==> src/rtl/mux_seq_n.sv <==
// mux_seq_n: registered N-channel multiplexer with a round-robin sequencer.
// Manual mode registers the channel chosen by SEL. Auto mode scans every
// channel, dwelling DWELL enabled cycles on each, and pulses FIM_CICLO when
// the scan wraps back to the start.
// Optional build macro: MUX_SEQ_MASK_EN adds the MASCARA active-channel mask.
module mux_seq_n #(
    parameter int BITS     = 7,
    parameter int CHANNELS = 8,
    parameter int SEL_W    = 3,
    parameter int DWELL    = 4
) (
    input  logic                     clock,
    input  logic                     reset,
    input  logic [CHANNELS*BITS-1:0] D,
    input  logic [SEL_W-1:0]         SEL,
    input  logic                     modo,
    input  logic                     enable,
`ifdef MUX_SEQ_MASK_EN
    input  logic [CHANNELS-1:0]      MASCARA,
`endif
    output logic [BITS-1:0]          MUX_OUT,
    output logic [SEL_W-1:0]         CANAL,
    output logic                     FIM_CICLO
);

    localparam int CNT_W = (DWELL > 1) ? $clog2(DWELL) : 1;
    localparam logic [CNT_W-1:0] CNT_LAST = CNT_W'(DWELL - 1);
    localparam logic [BITS-1:0]  ALL_ONES = {BITS{1'b1}};

    typedef enum logic [0:0] {
        MANUAL = 1'b0,
        AUTO   = 1'b1
    } state_t;

    state_t           state_r;
    state_t           next_state_s;
    logic [CNT_W-1:0] cnt_r;
    logic [CNT_W-1:0] cnt_eff_s;
    logic [CNT_W-1:0] cnt_next_s;
    logic [SEL_W-1:0] canal_r;
    logic [SEL_W-1:0] canal_next_s;
    logic [SEL_W-1:0] adv_canal_s;
    logic             adv_wrap_s;
    logic             fim_next_s;
    logic             force_ones_s;
    logic [BITS-1:0]  mux_out_r;
    logic [BITS-1:0]  mux_next_s;
    logic             fim_r;
`ifdef MUX_SEQ_MASK_EN
    logic             adv_none_s;
`endif

    // FSM state register; holds while enable is low.
    always_ff @(posedge clock or posedge reset) begin
        if (reset) begin
            state_r <= MANUAL;
        end else if (enable) begin
            state_r <= next_state_s;
        end else begin
            state_r <= state_r;
        end
    end

    // Next-state decode: the mode follows modo on every enabled edge.
    always_comb begin
        next_state_s = state_r;
        if (enable) begin
            next_state_s = modo ? AUTO : MANUAL;
        end else begin
            next_state_s = state_r;
        end
    end

    // Channel the scan would advance to from CANAL, and whether that wraps.
    always_comb begin
        adv_canal_s = '0;
        adv_wrap_s  = 1'b1;
`ifdef MUX_SEQ_MASK_EN
        adv_none_s = (MASCARA == '0);
        // Descending passes leave the lowest match: first any active channel
        // (the wrap target), then the lowest active channel above CANAL.
        for (int j = CHANNELS - 1; j >= 0; j--) begin
            adv_canal_s = MASCARA[j] ? SEL_W'(j) : adv_canal_s;
        end
        for (int j = CHANNELS - 1; j >= 0; j--) begin
            adv_canal_s = (MASCARA[j] && (j > int'(canal_r))) ? SEL_W'(j) : adv_canal_s;
            adv_wrap_s  = (MASCARA[j] && (j > int'(canal_r))) ? 1'b0 : adv_wrap_s;
        end
`else
        // An out-of-range CANAL (left over from manual mode) wraps to 0.
        if (int'(canal_r) < CHANNELS - 1) begin
            adv_canal_s = canal_r + SEL_W'(1);
            adv_wrap_s  = 1'b0;
        end else begin
            adv_canal_s = '0;
            adv_wrap_s  = 1'b1;
        end
`endif
    end

    // Output decode: channel, dwell count, wrap pulse and selected data for
    // the coming edge. Entering auto treats the counter as freshly cleared.
    always_comb begin
        canal_next_s = canal_r;
        cnt_next_s   = '0;
        fim_next_s   = 1'b0;
        force_ones_s = 1'b0;
        cnt_eff_s    = (state_r == AUTO) ? cnt_r : '0;
        case (next_state_s)
            MANUAL: begin
                canal_next_s = SEL;
            end
            AUTO: begin
                if (cnt_eff_s == CNT_LAST) begin
                    cnt_next_s   = '0;
                    canal_next_s = adv_canal_s;
                    fim_next_s   = adv_wrap_s;
                end else begin
                    cnt_next_s   = cnt_eff_s + CNT_W'(1);
                    canal_next_s = canal_r;
                end
`ifdef MUX_SEQ_MASK_EN
                // No active channel at all: freeze on the current index.
                if (adv_none_s) begin
                    canal_next_s = canal_r;
                    fim_next_s   = 1'b0;
                    force_ones_s = 1'b1;
                end else begin
                    force_ones_s = 1'b0;
                end
`endif
            end
            default: begin
                canal_next_s = canal_r;
                cnt_next_s   = cnt_r;
            end
        endcase

        // Out-of-range (and, with the mask, manually selected masked)
        // channels read as all ones.
        mux_next_s = ALL_ONES;
        for (int k = 0; k < CHANNELS; k++) begin
`ifdef MUX_SEQ_MASK_EN
            mux_next_s = ((canal_next_s == SEL_W'(k)) && ((next_state_s == AUTO) || MASCARA[k]))
                         ? D[k*BITS +: BITS] : mux_next_s;
`else
            mux_next_s = (canal_next_s == SEL_W'(k)) ? D[k*BITS +: BITS] : mux_next_s;
`endif
        end
        mux_next_s = force_ones_s ? ALL_ONES : mux_next_s;
    end

    // Datapath registers: CANAL and MUX_OUT always update together.
    always_ff @(posedge clock or posedge reset) begin
        if (reset) begin
            mux_out_r <= ALL_ONES;
            canal_r   <= '0;
            cnt_r     <= '0;
            fim_r     <= 1'b0;
        end else if (enable) begin
            mux_out_r <= mux_next_s;
            canal_r   <= canal_next_s;
            cnt_r     <= cnt_next_s;
            fim_r     <= fim_next_s;
        end else begin
            mux_out_r <= mux_out_r;
            canal_r   <= canal_r;
            cnt_r     <= cnt_r;
            fim_r     <= 1'b0;
        end
    end

    assign MUX_OUT   = mux_out_r;
    assign CANAL     = canal_r;
    assign FIM_CICLO = fim_r;

endmodule

==> config.mk <==
export PLATFORM = sky130hd
export DESIGN_NAME = mux_seq_n
export DESIGN_NICKNAME = d
export VERILOG_FILES = /design/src/rtl/mux_seq_n.sv
export SDC_FILE = /design/constraint.sdc
export NUM_CORES = 1
export LEC_CHECK = 0
export CORE_UTILIZATION = 38
export CTS_CLUSTER_DIAMETER = 50
export DETAILED_ROUTE_END_ITERATION = 6
export PLACE_DENSITY = 0.83
export SYNTH_ARGS = -nofsm -noshare
export SYNTH_HDL_FRONTEND = slang
export SYNTH_SLANG_ARGS = --single-unit
==> constraint.sdc <==
create_clock -name clock -period 3.25 [get_ports clock]
set_input_delay 0.65 -clock clock [delete_from_list [all_inputs] [get_ports clock]]
set_output_delay 0.65 -clock clock [all_outputs]
set_load 0.01 [all_outputs]
==> flow_metrics.env, run 1 <==
export IMPL_min_path_type="reg -> reg"
export IMPL_hold_viol=0
export IMPL_max_cap_viol_count=0
export IMPL_synth_edff_count=0
export IMPL_min_to="cnt_r[0]$_DFFE_PP0P_"
export IMPL_area_growth_pct=61.98
export IMPL_synth_compound_area_frac=0.2178
export IMPL_yosys_warnings=0
export IMPL_reg2reg_depth=8
export IMPL_yosysTopAreaCellShare=0.1455
export IMPL_antenna_found_initial=0
export IMPL_n_fill_cell=296
export IMPL_cts_buffer_depth=2
export IMPL_synth_xor_area_frac=0.006931
export IMPL_wl_mm=3.834
export IMPL_die_area_um2=3560
export IMPL_crit_path_start_kind="register"
export IMPL_final_max_slew_viol_count=0
export IMPL_die_y_um=59.67
export IMPL_drt_iter0_markers=51
export IMPL_hp_start="cnt_r[0]$_DFFE_PP0P_"
export IMPL_place_area_um2=2011
export IMPL_ir_worst_vdd_uv=229.9
export IMPL_ctsRootBufferMaster="clkbuf_4"
export IMPL_worst_slew_pin_slew_ps=587.7
export IMPL_drt_vias_per_instance=5.272
export IMPL_utilization=0.6597
export IMPL_diodes=0
export IMPL_worstPathArrival_ps=2780
export IMPL_syn_area_um2=1264
export IMPL_drc=0
export IMPL_die_width_um=59.67
export IMPL_holdWs_ps=492.0
export IMPL_ys_seq_area_frac=0.2842
export IMPL_layout_drive_gt1_share=0.1130
export IMPL_met3_length_um=238
export IMPL_io_pins=74
export IMPL_cellPowerDensity_nw_per_um2=396.6
export IMPL_routedLengthMet1_mm=1.747
export IMPL_ys_ff_latch=14
export IMPL_num_rows=20
export IMPL_cts_sinks=14
export IMPL_rr_startpoint="state_r$_DFFE_PP0P_"
export IMPL_clk_latency_ps=290
export IMPL_firstDrtPassIters=5
export IMPL_power_leakage_nw=0.8205
export IMPL_hold_path_depth=1
export IMPL_rsz0062_at_grt="no"
export IMPL_dp_hpwl_mm=2.949
export IMPL_synthAdderAreaFrac=0.01980
export IMPL_critPathKind="reg -> reg"
export IMPL_portBuffers=73
export IMPL_grt_max_degree=25
export IMPL_cts_tree="done"
export IMPL_required_ps=3470
export IMPL_wl_per_cell_um=13.55
export IMPL_synth_largest_area_cell="dfstp_2"
export IMPL_synth_cell_type_count=38
export IMPL_cts_setup_buffers=0
export IMPL_wl_met2_mm=1.782
export IMPL_overflow=0
export IMPL_start_util=0.4073
export IMPL_end_kind="register"
export IMPL_synth_mux_area_fraction=0.09307
export IMPL_synth_top_family_by_area="simple AND/OR/NAND/NOR gates"
export IMPL_ctsHoldBuffers=0
export IMPL_finClkSkew_ps=1.320
export IMPL_fin_setup_tns_ps=0
export IMPL_core_area_um2=3103
export IMPL_crit_fanout=10
export IMPL_vias=1492
export IMPL_topRoutingLayerUsed="met4"
export IMPL_grt_pass1_wl_mm=6.044
export IMPL_r2r_end="MUX_OUT[0]$_DFFE_PP1P_"
export IMPL_synth_cells=169
export IMPL_ff2ff_setup_slack_ps=690
export IMPL_postCtsResizedCells=0
export IMPL_ctsHtreeMaxLevel=1
export IMPL_power_total_uw=811.9
export IMPL_numCtsBuffers=3
export IMPL_slew_headroom=0.6082
export IMPL_ant_nets=0
export IMPL_ys_async_sr_fraction=1.000
export IMPL_fin_nets=305
export IMPL_outcome="completed"
export IMPL_clk_pin_slew_ps=90
export IMPL_syn_num_nets=234
export IMPL_grt_pass1_vias=1360
export IMPL_grtUsageTotal=0.2252
export IMPL_syn_area_per_cell_um2=7.478
export IMPL_min_period_over_period=0.7866
export IMPL_synthFlopType="dfstp_2"
export IMPL_fmax_ghz=0.3912
export IMPL_gp_congestion=0.8706
export IMPL_synth_area_leaders="dfstp_2, dfrtp_1, nand2_1"
export IMPL_synthSimpleGateAreaFrac=0.3030
export IMPL_setup_violations=0
export IMPL_design_area_um2=2047
export IMPL_timing_final_crit_period_ps=2557
[cell usage in the layout (no fill, tap or decap), types with 3 or more instances in the layout]
cell type / count
dfrtp_1: 7
dfstp_2: 7
clkdlybuf4s50_1: 73
nand3_1: 5
clkbuf_4: 3
a31oi_1: 6
nand2_1: 29
nor4_1: 3
o22ai_1: 6
a21oi_1: 8
inv_1: 5
mux2_2: 4
buf_4: 5
o21ai_0: 16
nor3_1: 6
nor2_1: 24
or4_1: 5
[report_power, final]
part / switching [mW] / leakage [nW] / internal [mW]
registers: 0.0278 / 0.159 / 0.233
clock network: 0.0629 / 0.0210 / 0.0683
logic: 0.191 / 0.640 / 0.228
total: 0.282 / 0.820 / 0.530
[how the worst max path moves through the flow]
stage / from / endpoint / slack [ps]
global route: state_r$_DFFE_PP0P_ / MUX_OUT[5]$_DFFE_PP1P_ / 520
finish: state_r$_DFFE_PP0P_ / MUX_OUT[0]$_DFFE_PP1P_ / 690
CTS: state_r$_DFFE_PP0P_ / MUX_OUT[0]$_DFFE_PP1P_ / 730
global placement: enable / MUX_OUT[0]$_DFFE_PP1P_ / 530
detailed placement: enable / MUX_OUT[5]$_DFFE_PP1P_ / 480
floorplan: modo / MUX_OUT[3]$_DFFE_PP1P_ / 920
[flip-flops by register name, indices dropped and copies added, names as in the netlist]
signal	cells
state_r	1
MUX_OUT	7
CANAL	3
FIM_CICLO	1
cnt_r	2
[cell families after synthesis]
family / after synthesis
DFF: 14
and+or+nand+nor: 81
AOI/OAI and AO/OA: 45
muxes: 9
adders and majority gates: 2
buffers and inverters: 17
xor gates and xnor gates: 1
[synth_stat cells (2+ instances only)]
| master | n |
|---|---|
| buf_6 | 3 |
| mux2_4 | 2 |
| nor3_1 | 6 |
| a21oi_1 | 8 |
| mux2_2 | 4 |
| o21ai_0 | 16 |
| nand2_1 | 29 |
| nor2_1 | 24 |
| a31oi_1 | 6 |
| ha_1 | 2 |
| dfrtp_1 | 7 |
| a211o_1 | 2 |
| dfstp_2 | 7 |
| nor4_1 | 3 |
| o22ai_1 | 6 |
| and2_1 | 2 |
| clkbuf_1 | 4 |
| or4_1 | 5 |
| inv_1 | 5 |
| buf_2 | 4 |
| nand3_1 | 5 |
| mux2i_1 | 2 |
| nor4_2 | 2 |
[final cells by class]
| type | count | area, um^2 | share of cell area |
|---|---|---|---|
| multi-input combinational | 138 | 809.5 | 0.3955 |
| timing repair buffer | 78 | 768.2 | 0.3753 |
| sequential | 14 | 359.1 | 0.1754 |
| clock buffer | 4 | 36.28 | 0.01773 |
| tap | 44 | 55.05 | 0.02689 |
| inverter | 5 | 18.77 | 0.009169 |
[routing by layer]
layer	GRT usage	vias to the layer above
met5	0	-
met4	0.07973	0
met3	0.01948	7
met2	0.3746	65
met1	0.3046	674
li1	-	746
[worst max-delay path: stages (launching register included)]
cell and delay [ps]:
dfrtp_1 400, and2_1 160, ha_1 290, a21bo_2 250
o21a_1 180, a21oi_1 500, buf_4 270, a221oi_1 100
o32a_1 350
[per-stage QoR]
step                setup WS [ps]  cells
CTS                         731.1    283
global placement            525.1    279
floorplan                   920.8    169
detailed placement          484.1    279
finish                      693.5    283
global route                521.6    283
Power figures use the tool's default switching activity.
==> run 2: changes to the inputs <==
--- a/config.mk
+++ b/config.mk
@@ -5,10 +5,10 @@
 export SDC_FILE = /design/constraint.sdc
 export NUM_CORES = 1
 export LEC_CHECK = 0
-export CORE_UTILIZATION = 38
+export CORE_UTILIZATION = 34
 export CTS_CLUSTER_DIAMETER = 50
 export DETAILED_ROUTE_END_ITERATION = 6
-export PLACE_DENSITY = 0.83
+export PLACE_DENSITY = 0.78
 export SYNTH_ARGS = -nofsm -noshare
 export SYNTH_HDL_FRONTEND = slang
 export SYNTH_SLANG_ARGS = --single-unit
==> constraint.sdc (replaced) <==
create_clock -name clock -period 2.3 [get_ports clock]
set_input_delay 0.46 -clock clock [delete_from_list [all_inputs] [get_ports clock]]
set_output_delay 0.46 -clock clock [all_outputs]
set_load 0.01 [all_outputs]
==> run 2 against run 1 <==
Compared with the run above:
- count of clock-buffer cells in the layout unchanged
- design area is 11% higher
- largest cell class is now buffers
- global-route usage shrank 0.13 points
- worst hold slack better by 14 ps
- fmax increased by 13%
- sequential power increased by 42%
- worst setup slack got worse by 650 ps
==> flow_metrics.env, run 2 (synthesized netlist as in run 1, its figures left out) <==
export IMPL_layout_drive_gt1_share=0.2031
export IMPL_dp_hpwl_mm=3.283
export IMPL_cellPowerDensity_nw_per_um2=583.4
export IMPL_worstPathArrival_ps=2430
export IMPL_final_max_slew_viol_count=0
export IMPL_crit_fanout=7
export IMPL_combPwrFrac=0.536
export IMPL_seq_power_share=0.279
export IMPL_worst_slew_pin_slew_ps=557.8
export IMPL_fmax_ghz=0.4427
export IMPL_switching_share=0.3313
export IMPL_core_area_um2=3442
export IMPL_crit_path_start_kind="register"
export IMPL_hold_viol=0
export IMPL_placed_cells=294
export IMPL_required_ps=2470
export IMPL_final_cell_mix="clkdlybuf4s50_1, nand2_1, nor2_1"
export IMPL_end_kind="register"
export IMPL_preCtsSetupSlack_ps=-255.2
export IMPL_utilization=0.6612
export IMPL_die_width_um=62.97
export IMPL_wl_mm=4.392
export IMPL_firstDrtPassIters=4
export IMPL_ctsHtreeMaxLevel=1
export IMPL_wl_per_cell_um=14.54
export IMPL_drt_iter0_markers=90
export IMPL_power_leakage_nw=0.9400
export IMPL_largest_reg_flops=7
export IMPL_die_y_um=62.97
export IMPL_fin_nets=322
export IMPL_grtUsageTotal=0.2239
export IMPL_diodes=0
export IMPL_cts_tree="done"
export IMPL_min_period_over_period=0.9822
export IMPL_timing_final_crit_period_ps=2259
export IMPL_clk_pin_slew_ps=60
export IMPL_drt_vias_per_instance=5.265
export IMPL_ir_worst_vdd_uv=258.6
export IMPL_power_total_mw=1.328
export IMPL_grt_pass1_vias=1556
export IMPL_portBuffers=73
export IMPL_critPathKind="reg -> reg"
export IMPL_p_int_uw=888.0
export IMPL_min_path_type="reg -> reg"
export IMPL_grt_pass1_wl_mm=7.031
export IMPL_finClkSkew_ps=2.943
export IMPL_setup_violations=0
export IMPL_ctsRootBufferMaster="clkbuf_8"
export IMPL_overflow=0
export IMPL_grt_max_degree=25
export IMPL_antenna_found_initial=0
export IMPL_area_growth_pct=80.10
export IMPL_outcome="completed"
export IMPL_num_rows=21
export IMPL_cts_sinks=14
export IMPL_vias=1590
export IMPL_start_util=0.3671
export IMPL_clock_power_share=0.186
export IMPL_final_common_cell="clkdlybuf4s50_1"
export IMPL_io_pins=74
export IMPL_clk_latency_ps=250
export IMPL_layout_cells_non_filler=302
export IMPL_rsz0062_at_grt="yes"
export IMPL_drc=0
export IMPL_gp_congestion=0.8829
export IMPL_cts_buffer_depth=2
export IMPL_numCtsBuffers=3
export IMPL_setup_slack_ps=40.89
export IMPL_ant_nets=0
export IMPL_power_switching_uw=439.9
export IMPL_ctsHoldBuffers=0
export IMPL_slew_headroom=0.6277
export IMPL_max_cap_viol_count=0
export IMPL_die_area_um2=3965
==> run 2: layer usage <==
metal	share of wire	up-vias	GRT usage
met3	0.087	4	0.05292
li1	-	781	-
met4	0.0087	0	0.06395
met2	0.46	72	0.3589
met5	0	-	0
met1	0.44	733	0.2958
==> run 2: layout make-up <==
| cell class | instances | area, um^2 |
|---|---|---|
| fill | 288 | 1166 |
| multi-input combinational | 138 | 859.6 |
| sequential | 14 | 359.1 |
| timing repair buffer | 95 | 925.9 |
| inverter | 5 | 18.77 |
| tap | 46 | 57.56 |
| clock buffer | 4 | 55.05 |
==> run 2: worst max-delay path, stage by stage (launching register included) <==
cell,delay (ps)
dfrtp_1,390
and2_4,170
ha_4,180
a21bo_4,220
o21a_1,200
a211o_2,310
buf_4,140
a211o_1,320
nor2_1,180
nor4_2,70
==> run 2: final timing paths <==
check	from	endpoint	slack, ps	cells past startpoint
max	cnt_r[0]$_DFFE_PP0P_	MUX_OUT[5]$_DFFE_PP1P_	40	9
min	MUX_OUT[1]$_DFFE_PP1P_	MUX_OUT[1]$_DFFE_PP1P_	510	2
max reg2reg	cnt_r[0]$_DFFE_PP0P_	MUX_OUT[5]$_DFFE_PP1P_	40	9
max in group asynchronous	reset	MUX_OUT[2]$_DFFE_PP1P_	1360	2
min reg2reg	MUX_OUT[1]$_DFFE_PP1P_	MUX_OUT[1]$_DFFE_PP1P_	510	2
min in group asynchronous	reset	CANAL[1]$_DFFE_PP0P_	570	2
==> run 2: power groups by stage <==
stage                     clock (mW)  sequential (mW)  combinational, mW
after global routing           0.262            0.378              0.769
after CTS                      0.248            0.369              0.677
after global placement             0            0.368              0.658
after detailed placement           0            0.373              0.670
after floorplan                    0            0.394              0.300
final                          0.246            0.370              0.712
==> run 2: per-stage QoR <==
step	hold WS [ps]	setup TNS, ps	cell area [um^2]
2_1_floorplan	344.2	0	1264
3_3_place_gp	465.4	-1304	2136
3_5_place_dp	489.1	-1572	2136
4_1_cts	503.3	0	2198
5_1_grt	530.9	-64.06	2276
6_report	506.0	0	2276
==> run 2: timing repair <==
| action | in CTS | in global routing |
|---|---|---|
| setup buffers | 0 | 4 |
| hold endpoints to repair | 0 | 0 |
| endpoints found under the setup margin | 4 | 6 |
| gates resized for setup | 5 | 13 |
| gates cloned | 0 | 0 |
| pin swaps | 1 | 4 |
